File: config.mk
export PLATFORM = sky130hd
export DESIGN_NAME = bloom_lookup_arbiter
export DESIGN_NICKNAME = d
export VERILOG_FILES = /design/src/rtl/bloom_lookup_arbiter.sv
export SDC_FILE = /design/constraint.sdc
export NUM_CORES = 1
export LEC_CHECK = 0
export CAP_MARGIN = 20
export CORE_AREA = 8 8 262 264
export CTS_CLUSTER_DIAMETER = 60
export CTS_CLUSTER_SIZE = 30
export DETAILED_ROUTE_END_ITERATION = 12
export DIE_AREA = 0 0 270 272
export GPL_TIMING_DRIVEN = 0
export PLACE_DENSITY = 0.5
export SLEW_MARGIN = 20
export SYNTH_ARGS = -nofsm -noshare
export SYNTH_HDL_FRONTEND = slang
export SYNTH_SLANG_ARGS = --single-unit
File: constraint.sdc
create_clock -name clk -period 5.8 [get_ports clk]
set_input_delay 1.45 -clock clk [delete_from_list [all_inputs] [get_ports clk]]
set_output_delay 1.45 -clock clk [all_outputs]
set_load 0.005 [all_outputs]
File: src/rtl/bloom_lookup_arbiter.sv
// Round-robin arbiter sharing one bloom-filter lookup engine among NUM_REQ header queues.
// Latency: accept at T, bf_start at T+1, result valid one cycle after bf_ready_res (or after TIMEOUT wait cycles).
// Backpressure: one lookup in flight; no grant while a result waits for res_ready or the filter drops bf_ready_recv.
module bloom_lookup_arbiter #(
    parameter int NUM_REQ = 4,
    parameter int ID_W    = 2,
    parameter int TIMEOUT = 255
) (
    input  logic                   clk,
    input  logic                   reset,
    input  logic [NUM_REQ-1:0]     req_valid,
    output logic [NUM_REQ-1:0]     req_ready,
    input  logic [NUM_REQ*32-1:0]  req_slot,
    input  logic [NUM_REQ*104-1:0] req_header,
    output logic [71:0]            bf_ip_pro,
    output logic                   bf_start,
    input  logic                   bf_ready_recv,
    input  logic                   bf_ready_res,
    input  logic                   bf_result,
    output logic                   res_valid,
    input  logic                   res_ready,
    output logic [ID_W-1:0]        res_id,
    output logic [31:0]            res_slot,
    output logic                   res_hit,
    output logic                   res_timeout,
    output logic [15:0]            timeout_cnt
);

    typedef enum logic [1:0] {
        S_IDLE,
        S_ISSUE,
        S_WAIT,
        S_RESP
    } state_t;

    localparam logic [15:0]   TO_LAST = 16'(TIMEOUT - 1);
    localparam logic [ID_W:0] N_REQ   = (ID_W+1)'(NUM_REQ);

    state_t                r_state;
    state_t                w_state_nxt;
    logic [ID_W-1:0]       r_rr_ptr;
    logic [ID_W-1:0]       r_id;
    logic [31:0]           r_slot;
    logic [71:0]           r_key;
    logic                  r_hit;
    logic                  r_to;
    logic [15:0]           r_wait_cnt;
    logic [15:0]           r_to_cnt;

    logic                  w_gnt_any;
    logic [ID_W-1:0]       w_gnt_id;
    logic [ID_W:0]         w_cand;
    logic                  w_accept;
    logic                  w_wait_last;
    logic [NUM_REQ*32-1:0] w_unused_ports;

    // Port numbers in the header never reach the filter key.
    always_comb begin
        w_unused_ports = '0;
        for (int i = 0; i < NUM_REQ; i++) begin
            w_unused_ports[32*i +: 32] = req_header[104*i +: 32];
        end
    end

    // Scan from the highest offset down so the nearest requester after rr_ptr wins.
    always_comb begin
        w_gnt_any = 1'b0;
        w_gnt_id  = '0;
        w_cand    = '0;
        for (int k = NUM_REQ - 1; k >= 0; k--) begin
            w_cand = {1'b0, r_rr_ptr} + (ID_W+1)'(k);
            if (w_cand >= N_REQ) begin
                w_cand = w_cand - N_REQ;
            end
            if (req_valid[w_cand[ID_W-1:0]]) begin
                w_gnt_any = 1'b1;
                w_gnt_id  = w_cand[ID_W-1:0];
            end
        end
    end

    assign w_accept    = reset && (r_state == S_IDLE) && bf_ready_recv && w_gnt_any;
    assign w_wait_last = (r_wait_cnt == TO_LAST);

    always_comb begin
        req_ready = '0;
        if (w_accept) begin
            req_ready[w_gnt_id] = 1'b1;
        end
    end

    always_comb begin
        w_state_nxt = r_state;
        case (r_state)
            S_IDLE:  if (w_accept) w_state_nxt = S_ISSUE;
            S_ISSUE: w_state_nxt = S_WAIT;
            S_WAIT:  if (bf_ready_res || w_wait_last) w_state_nxt = S_RESP;
            S_RESP:  if (res_ready) w_state_nxt = S_IDLE;
            default: w_state_nxt = S_IDLE;
        endcase
    end

    always_ff @(posedge clk or negedge reset) begin
        if (!reset) begin
            r_state    <= S_IDLE;
            r_rr_ptr   <= '0;
            r_id       <= '0;
            r_slot     <= '0;
            r_key      <= '0;
            r_hit      <= 1'b0;
            r_to       <= 1'b0;
            r_wait_cnt <= '0;
            r_to_cnt   <= '0;
        end else begin
            r_state <= w_state_nxt;
            case (r_state)
                S_IDLE: begin
                    if (w_accept) begin
                        r_id     <= w_gnt_id;
                        r_slot   <= req_slot[32*w_gnt_id +: 32];
                        r_key    <= req_header[104*w_gnt_id + 32 +: 72];
                        r_rr_ptr <= (w_gnt_id == ID_W'(NUM_REQ - 1)) ? '0 : w_gnt_id + 1'b1;
                    end
                end
                S_ISSUE: r_wait_cnt <= '0;
                S_WAIT: begin
                    if (bf_ready_res) begin
                        r_hit <= bf_result;
                        r_to  <= 1'b0;
                    end else if (w_wait_last) begin
                        // Forced result defaults to hit so the CPU makes the final call.
                        r_hit <= 1'b1;
                        r_to  <= 1'b1;
                        if (r_to_cnt != 16'hFFFF) begin
                            r_to_cnt <= r_to_cnt + 16'd1;
                        end
                    end else begin
                        r_wait_cnt <= r_wait_cnt + 16'd1;
                    end
                end
                default: ;
            endcase
        end
    end

    assign bf_ip_pro   = r_key;
    assign bf_start    = (r_state == S_ISSUE);
    assign res_valid   = (r_state == S_RESP);
    assign res_id      = r_id;
    assign res_slot    = r_slot;
    assign res_hit     = r_hit;
    assign res_timeout = r_to;
    assign timeout_cnt = r_to_cnt;

endmodule

==> key figures, run 1 <==
Detailed routing
  • Via density: 3.97
  • DR pass1 iterations: 4
  • 1st-iter DRT viols: 405
  • DR WL/cell: 21.2 um
  • DRC violation count after routing: 0
  • Via count: 8988
  • Post-Route WL: 48000 um
  • Antenna Nets Post-Route: 0

Layout
  • Share of cells above drive strength 1: 6.88%
  • Reg area: 3600 sq um
  • Total Nets Final: 1948
  • Post-Layout Cell Count: 2263
  • # fillers: 6896
  • Layout area overhead: 84.5%
  • Multi-input gate area: 4660 sq um

Worst hold path
  • Hold Crit Start: res_id[1]$_DFFE_PN0P_
  • Hold crit path type: reg -> reg
  • Hold path cells: 2
  • Hold EP: res_id[1]$_DFFE_PN0P_

Global routing
  • Initial antenna violation count: 0
  • Total global-route track usage: 12.5%
  • First-pass GRT wire length: 68700 um
  • Overflow after GRT: 0
  • Largest net degree at the start of global routing: 81
  • Vias in the first global route: 9903

Floorplan
  • Die span in x: 270 um
  • Area of the die: 73400 sq um
  • Core Area: 64800 sq um
  • Initial Utilization: 13.3%
  • Die height: 272 um
  • IO Count: 684
  • Row count: 94

STA
  • Worst-margin pin slew: 1.02 ns
  • RSZ-0062 raised after global routing: no
  • PnR worst setup slack: 0.182 ns
  • Final worst path period share: 96.9%
  • Slew headroom: 32.0%
  • Fin. Hold Viols: 0
  • Final setup fails: 0
  • Worst clock skew: 0.0161 ns
  • Max-slew violation count: 0
  • Setup TNS: 0 ns
  • Min Tclk post-route: 5.62 ns
  • FMAX: 0.178 GHz

Clocking
  • Worst-path clk slew: 0.06 ns
  • H-Tree Level Count: 4
  • CTS max path bufs: 2
  • Setup repair bufs after CTS: 0
  • CTS Hold Buffers Added: 0
  • Clock sink count: 144
  • Clk_lat worst skew: 0.47 ns
  • Total CTS buffers: 17
  • CTS tree: done
  • Clock root cell: clkbuf_16

Logic synthesis
  • Post-synth EDFFs: 0
  • #FFs+latches synth: 144
  • Sequential-to-total area share from yosys stat: 41.8%
  • Share of the synthesized area in the top cell type: 41.8%
  • Mapped Cells: 807
  • Syn avg cell area: 10.7 sq um
  • Post-Syn Nets: 1373
  • Main synth FF type: dfrtp_1
  • Top post-synthesis cells by area: dfrtp_1 (42%), mux2i_1 (24%), o221ai_1 (11%)
  • Commonest cells in the netlist: mux2i_1 (209), dfrtp_1 (144), nand2_1 (130)
  • Netlist cell types: 58
  • Top-count cell post-synth: mux2i_1
  • Netlist Area Pre-Place: 8620 sq um
  • Cell taking the most area after synthesis: dfrtp_1
  • Post-synthesis async set-or-reset flop share: 100%
  • Ys Warns: 0

Setup path
  • Worst R2R Setup Slack: 3.28 ns
  • R2R cell count: 6
  • CP Launch Type: input pin
  • Reg-to-Reg Start: r_state[0]$_DFFE_PN0P_
  • Kind of critical path: in -> out
  • Worst Setup End Kind: output port
  • WP data required: 4.35 ns
  • Worst Path Max Fanout: 11
  • CP Data Arrival Time: 4.17 ns
  • Reg-to-reg endpoint: bf_ip_pro[10]$_DFFE_PN0P_

Place
  • GPL Wtd Cong: 0.896
  • IO Port Bufs: 555
  • Placement Setup Slack: -0.0299 ns
  • DPL Wire Length: 39000 um
  • Dpl cells: 2227

Run
  • Maxcap violations: 0

Power
  • Peak supply drop: 0.000232 V
  • Pwr per Cell Area: 355 nW/um^2
  • Leak: 0.00684 uW

Run status
  • Outcome: finished clean
==> critical path, stage by stage <==
cell and delay [ns]:
clkdlybuf4s50_1 0.55, nor2b_1 0.20, a21oi_1 0.10, o221ai_4 0.28, buf_6 0.30, buf_4 0.34, inv_2 0.09, ha_1 0.22
and3_1 0.15, clkdlybuf4s50_1 0.46
==> cells in the final DEF (no fill, tap or decap), types with 14 or more instances in the layout <==
| cell type | netlist | final |
|---|---|---|
| mux2i_1 | 209 | 209 |
| buf_2 | 19 | 19 |
| clkdlybuf4s50_1 | 0 | 554 |
| xnor2_1 | 16 | 16 |
| nand3_1 | 14 | 14 |
| buf_4 | 22 | 21 |
| nor2_1 | 16 | 16 |
| clkbuf_1 | 20 | 21 |
| o221ai_1 | 104 | 104 |
| nand2_1 | 130 | 130 |
| clkbuf_16 | 0 | 17 |
| dfrtp_1 | 144 | 144 |
==> kinds of logic after synthesis <==
| group | Yosys count | share of synthesized area [%] |
|---|---|---|
| adder cells (fa/ha/maj) | 12 | 1.74 |
| XOR/XNOR | 21 | 2.13 |
| multiplexers | 212 | 24.7 |
| AO/OA/AOI/OAI | 139 | 13.9 |
| flip-flops | 144 | 41.8 |
| AND/OR/NAND/NOR | 208 | 11.4 |
| buffers and inverters | 71 | 4.33 |
==> power by group <==
group          switching [uW]  internal (uW)  leakage (uW)  total [uW]
Clock                     495            657      0.000283        1150
Sequential                233           1370       0.00185        1600
Combinational            1360           1530       0.00470        2890
==> worst max path at each step <==
stage / startpoint / endpoint / slack [ns] / cells past startpoint
floorplan: req_valid[0] / req_ready[3] / 1.74 / 8
global placement: reset / req_ready[1] / -4.65 / 5
detailed placement: req_valid[0] / req_ready[3] / -0.03 / 10
CTS: req_valid[0] / req_ready[3] / 0.06 / 10
global route: req_valid[0] / req_ready[3] / 0.03 / 10
finish: req_valid[0] / req_ready[3] / 0.18 / 10
==> registers in the layout, summed over array words and instances (netlist names), 2 cells and up <==
name and flops:
bf_ip_pro 72, r_state 2, r_rr_ptr 2, res_slot 32
r_wait_cnt 16, res_id 2, timeout_cnt 16
==> per-stage QoR <==
stage | hold WS (ns) | utilization (%) | area [sq um] | total power (uW)
floorplan | 0.471 | - | 8620 | 2910
global placement | 0.462 | 23.5 | 15300 | 4550
detailed placement | 0.462 | 23.6 | 15300 | 4560
CTS | 0.479 | 24.5 | 15900 | 5780
global route | 0.510 | 24.5 | 15900 | 6030
finish | 0.475 | 24.5 | 15900 | 5640
==> cell type report <==
class	count	share of cell area (%)
Timing Repair Buffer	556	35.1
Multi-Input combinational cell	592	29.3
Sequential cell	144	22.7
Tap cell	864	6.80
Clock buffer	20	2.87
Buffer	62	2.16
Clock inverter	12	0.834
Inverter	9	0.212
Antenna cell	4	0.0629
==> layer usage <==
| layer | vias to the layer above | track usage (%) | wire [um] | part of all wire [%] |
|---|---|---|---|---|
| met1 | 4332 | 14.7 | 20300 | 42 |
| met2 | 393 | 21.5 | 23400 | 49 |
| li1 | 4219 | - | - | - |
| met5 | - | 0 | 0 | 0 |
| met3 | 44 | 4.10 | 3220 | 6.7 |
| met4 | 0 | 4.05 | 1080 | 2.3 |
==> repair_timing <==
| item | CTS | global route |
|---|---|---|
| resized for setup | 1 | 1 |
| gates cloned | 0 | 0 |
| endpoints found under the setup margin | 4 | 1 |
Note: power is estimated with default switching activity, not from simulation.
==> run 2: changes to the inputs <==
Settings changed: CTS_BUF_LIST set to sky130_fd_sc_hd__clkbuf_8.
==> run 2 against run 1 <==
Against the previous run: non-clock buffer count stayed put; clock skew is 0.0027 ns higher; flip-flop and latch count stayed put; combinational power hardly changed.
==> key figures, run 2 (synthesis results as in run 1) <==
Run status
  • Outcome: finished clean

Power
  • Sequential Power Share: 29.9% (+1.6 points)
  • Sw frac: 38.3% (+1.3 points)
  • Combinational Power Share: 54.0% (+2.8 points)
  • Cell Int Power: 3300 uW (-7.2%)
  • Leak: 0.00676 uW (-1.2%)
  • Sw power: 2050 uW (-1.9%)
  • Peak supply drop: 0.000231 V (-0.82%)
  • Pwr per Cell Area: 340 nW/um^2 (-4.1%)
  • Clock share of power: 16.1% (-4.3 points)

Detailed routing
  • Routed wl met3: 3210 um (-0.19%)
  • Highest Signal Layer: met4
  • Routed met2 length: 23400 um (about the same)
  • M1 WL: 20200 um (-0.15%)
  • Via density: 3.96 (-0.27%)
  • Antenna Nets Post-Route: 0 (unchanged)
  • Via count: 8968 (-0.22%)
  • DRC violation count after routing: 0 (unchanged)
  • 1st-iter DRT viols: 446 (+10%)
  • DR pass1 iterations: 4 (unchanged)
  • DR WL/cell: 21.2 um (-0.12%)
  • Post-Route WL: 47900 um (about the same)

Clocking
  • CTS Hold Buffers Added: 0 (unchanged)
  • Clk_lat worst skew: 0.53 ns (+0.06 ns)
  • Clock root cell: clkbuf_8
  • Total CTS buffers: 17 (unchanged)
  • H-Tree Level Count: 4 (unchanged)
  • CTS tree: done
  • Worst-path clk slew: 0.08 ns (+0.02 ns)
  • Clock sink count: 144 (unchanged)
  • CTS max path bufs: 2 (unchanged)

STA
  • Worst clock skew: 0.0188 ns (+0.00272 ns)
  • Worst-margin pin slew: 1.03 ns (+0.00650 ns)
  • Final worst path period share: 96.8% (about the same)
  • Fin. Hold Viols: 0 (unchanged)
  • FMAX: 0.178 GHz (about the same)
  • Final setup fails: 0 (unchanged)
  • Min Tclk post-route: 5.62 ns (-0.00129 ns)
  • Slew headroom: 31.5% (-0.43 points)
  • WHS: 0.481 ns (+0.00529 ns)
  • PnR worst setup slack: 0.183 ns (+0.00129 ns)
  • RSZ-0062 raised after global routing: no
  • Max-slew violation count: 0 (unchanged)
  • Setup TNS: 0 ns (unchanged)

Place
  • GPL Wtd Cong: 0.896 (unchanged)
  • DPL Wire Length: 39000 um (unchanged)
  • IO Port Bufs: 555 (unchanged)
  • Dpl cells: 2227 (unchanged)
  • Placement Setup Slack: -0.0299 ns (unchanged)

Setup path
  • Kind of critical path: in -> out
  • Worst Path Max Fanout: 11 (unchanged)
  • CP Launch Type: input pin
  • WP data required: 4.35 ns (about the same)
  • Worst Setup End Kind: output port
  • CP Data Arrival Time: 4.17 ns (about the same)

Global routing
  • Largest net degree at the start of global routing: 81 (unchanged)
  • First-pass GRT wire length: 68700 um (about the same)
  • Total global-route track usage: 12.5% (about the same)
  • Vias in the first global route: 9904 (+0.010%)
  • Initial antenna violation count: 0 (unchanged)
  • Overflow after GRT: 0 (unchanged)

Layout
  • Most frequent cells in the layout: clkdlybuf4s50_1 (554), mux2i_1 (209), dfrtp_1 (144)
  • Commonest non-fill, non-tap cell in the layout: clkdlybuf4s50_1
  • Total Nets Final: 1948 (unchanged)
  • Post-Layout Cell Count: 2264 (+0.044%)
  • Layout area overhead: 82.3%
  • Reg area: 3600 sq um (unchanged)
  • Max FFs per register: 72 (unchanged)
  • Multi-input gate area: 4660 sq um (unchanged)
  • Share of cells above drive strength 1: 6.88% (unchanged)
  • # fillers: 6921 (+0.36%)

Floorplan
  • Initial Utilization: 13.3% (unchanged)
  • Core Area: 64800 sq um (unchanged)
  • Area of the die: 73400 sq um (unchanged)
  • IO Count: 684 (unchanged)
  • Die span in x: 270 um (unchanged)
  • Row count: 94 (unchanged)
  • Die height: 272 um (unchanged)

Run
  • Maxcap violations: 0 (unchanged)

Worst hold path
  • Hold crit path type: reg -> reg
-- run 2: cell count changes in the layout (fill, tap and decap cells not counted), sizes merged --
cell    previous run  this run
clkbuf            40        39
inv               12        13
diode              4         5
-- run 2: metal layers --
metal | GRT usage, % | up-vias
li1 | - | 4219
met1 | 14.6 | 4321
met2 | 21.5 | 389
met3 | 4.12 | 39
met4 | 4.09 | 0
met5 | 0 | -
-- run 2: stage by stage --
step                area (sq um)  utilization, %  power [uW]
floorplan                   8620               -        2910
global placement           15300            23.5        4550
detailed placement         15300            23.6        4560
CTS                        15700            24.2        5490
global route               15700            24.2        5740
finish                     15700            24.2        5350
-- run 2: power groups by stage --
| stage | registers (uW) | logic, uW | clock network (uW) |
|---|---|---|---|
| 2_1_floorplan | 1600 | 1310 | 0 |
| 3_3_place_gp | 1610 | 2940 | 0 |
| 3_5_place_dp | 1610 | 2950 | 0 |
| 4_1_cts | 1600 | 2960 | 928 |
| 5_1_grt | 1650 | 3130 | 951 |
| 6_report | 1600 | 2890 | 862 |
-- run 2: critical path, stage by stage --
cell	delay [ns]
clkdlybuf4s50_1	0.56
nor2b_1	0.20
a21oi_1	0.10
o221ai_4	0.28
buf_6	0.30
buf_4	0.33
inv_2	0.09
ha_1	0.22
and3_1	0.15
clkdlybuf4s50_1	0.46
-- run 2: cell type report --
| cell class | instances | area share (%) |
|---|---|---|
| Timing Repair Buffer | 556 | 35.6 |
| Multi-Input combinational cell | 592 | 29.6 |
| Sequential cell | 144 | 22.9 |
| Tap cell | 864 | 6.88 |
| Buffer | 62 | 2.18 |
| Clock buffer | 19 | 1.66 |
| Clock inverter | 13 | 0.868 |
| Inverter | 9 | 0.215 |
| Antenna cell | 5 | 0.0796 |
-- run 2: repair_timing --
action	CTS	global route
hold endpoints to repair	0	0
buffers inserted	0	0
setup endpoints to repair	4	1
resized for setup	1	1
-- run 2: path summary, 6_finish.rpt --
path                                        startpoint                         to  slack [ns]  cells past startpoint
worst max-delay path                      req_valid[0]               req_ready[3]        0.18                     10
worst min-delay path             res_id[1]$_DFFE_PN0P_      res_id[1]$_DFFE_PN0P_        0.48                      2
worst max register to register  r_state[0]$_DFFE_PN0P_  bf_ip_pro[10]$_DFFE_PN0P_        3.25                      6
worst min register to register   res_id[1]$_DFFE_PN0P_      res_id[1]$_DFFE_PN0P_        0.48                      2
max in group asynchronous                        reset  bf_ip_pro[59]$_DFFE_PN0P_        4.07                      2
min in group asynchronous                        reset     r_state[0]$_DFFE_PN0P_        0.89                      1
==> run 3: changes to the inputs <==
Settings changed: CTS_CLUSTER_SIZE 30 to 24, TNS_END_PERCENT set to 20.
==> results of run 3 <==
Final layout, timing and power as in run 2 (identical DEF).
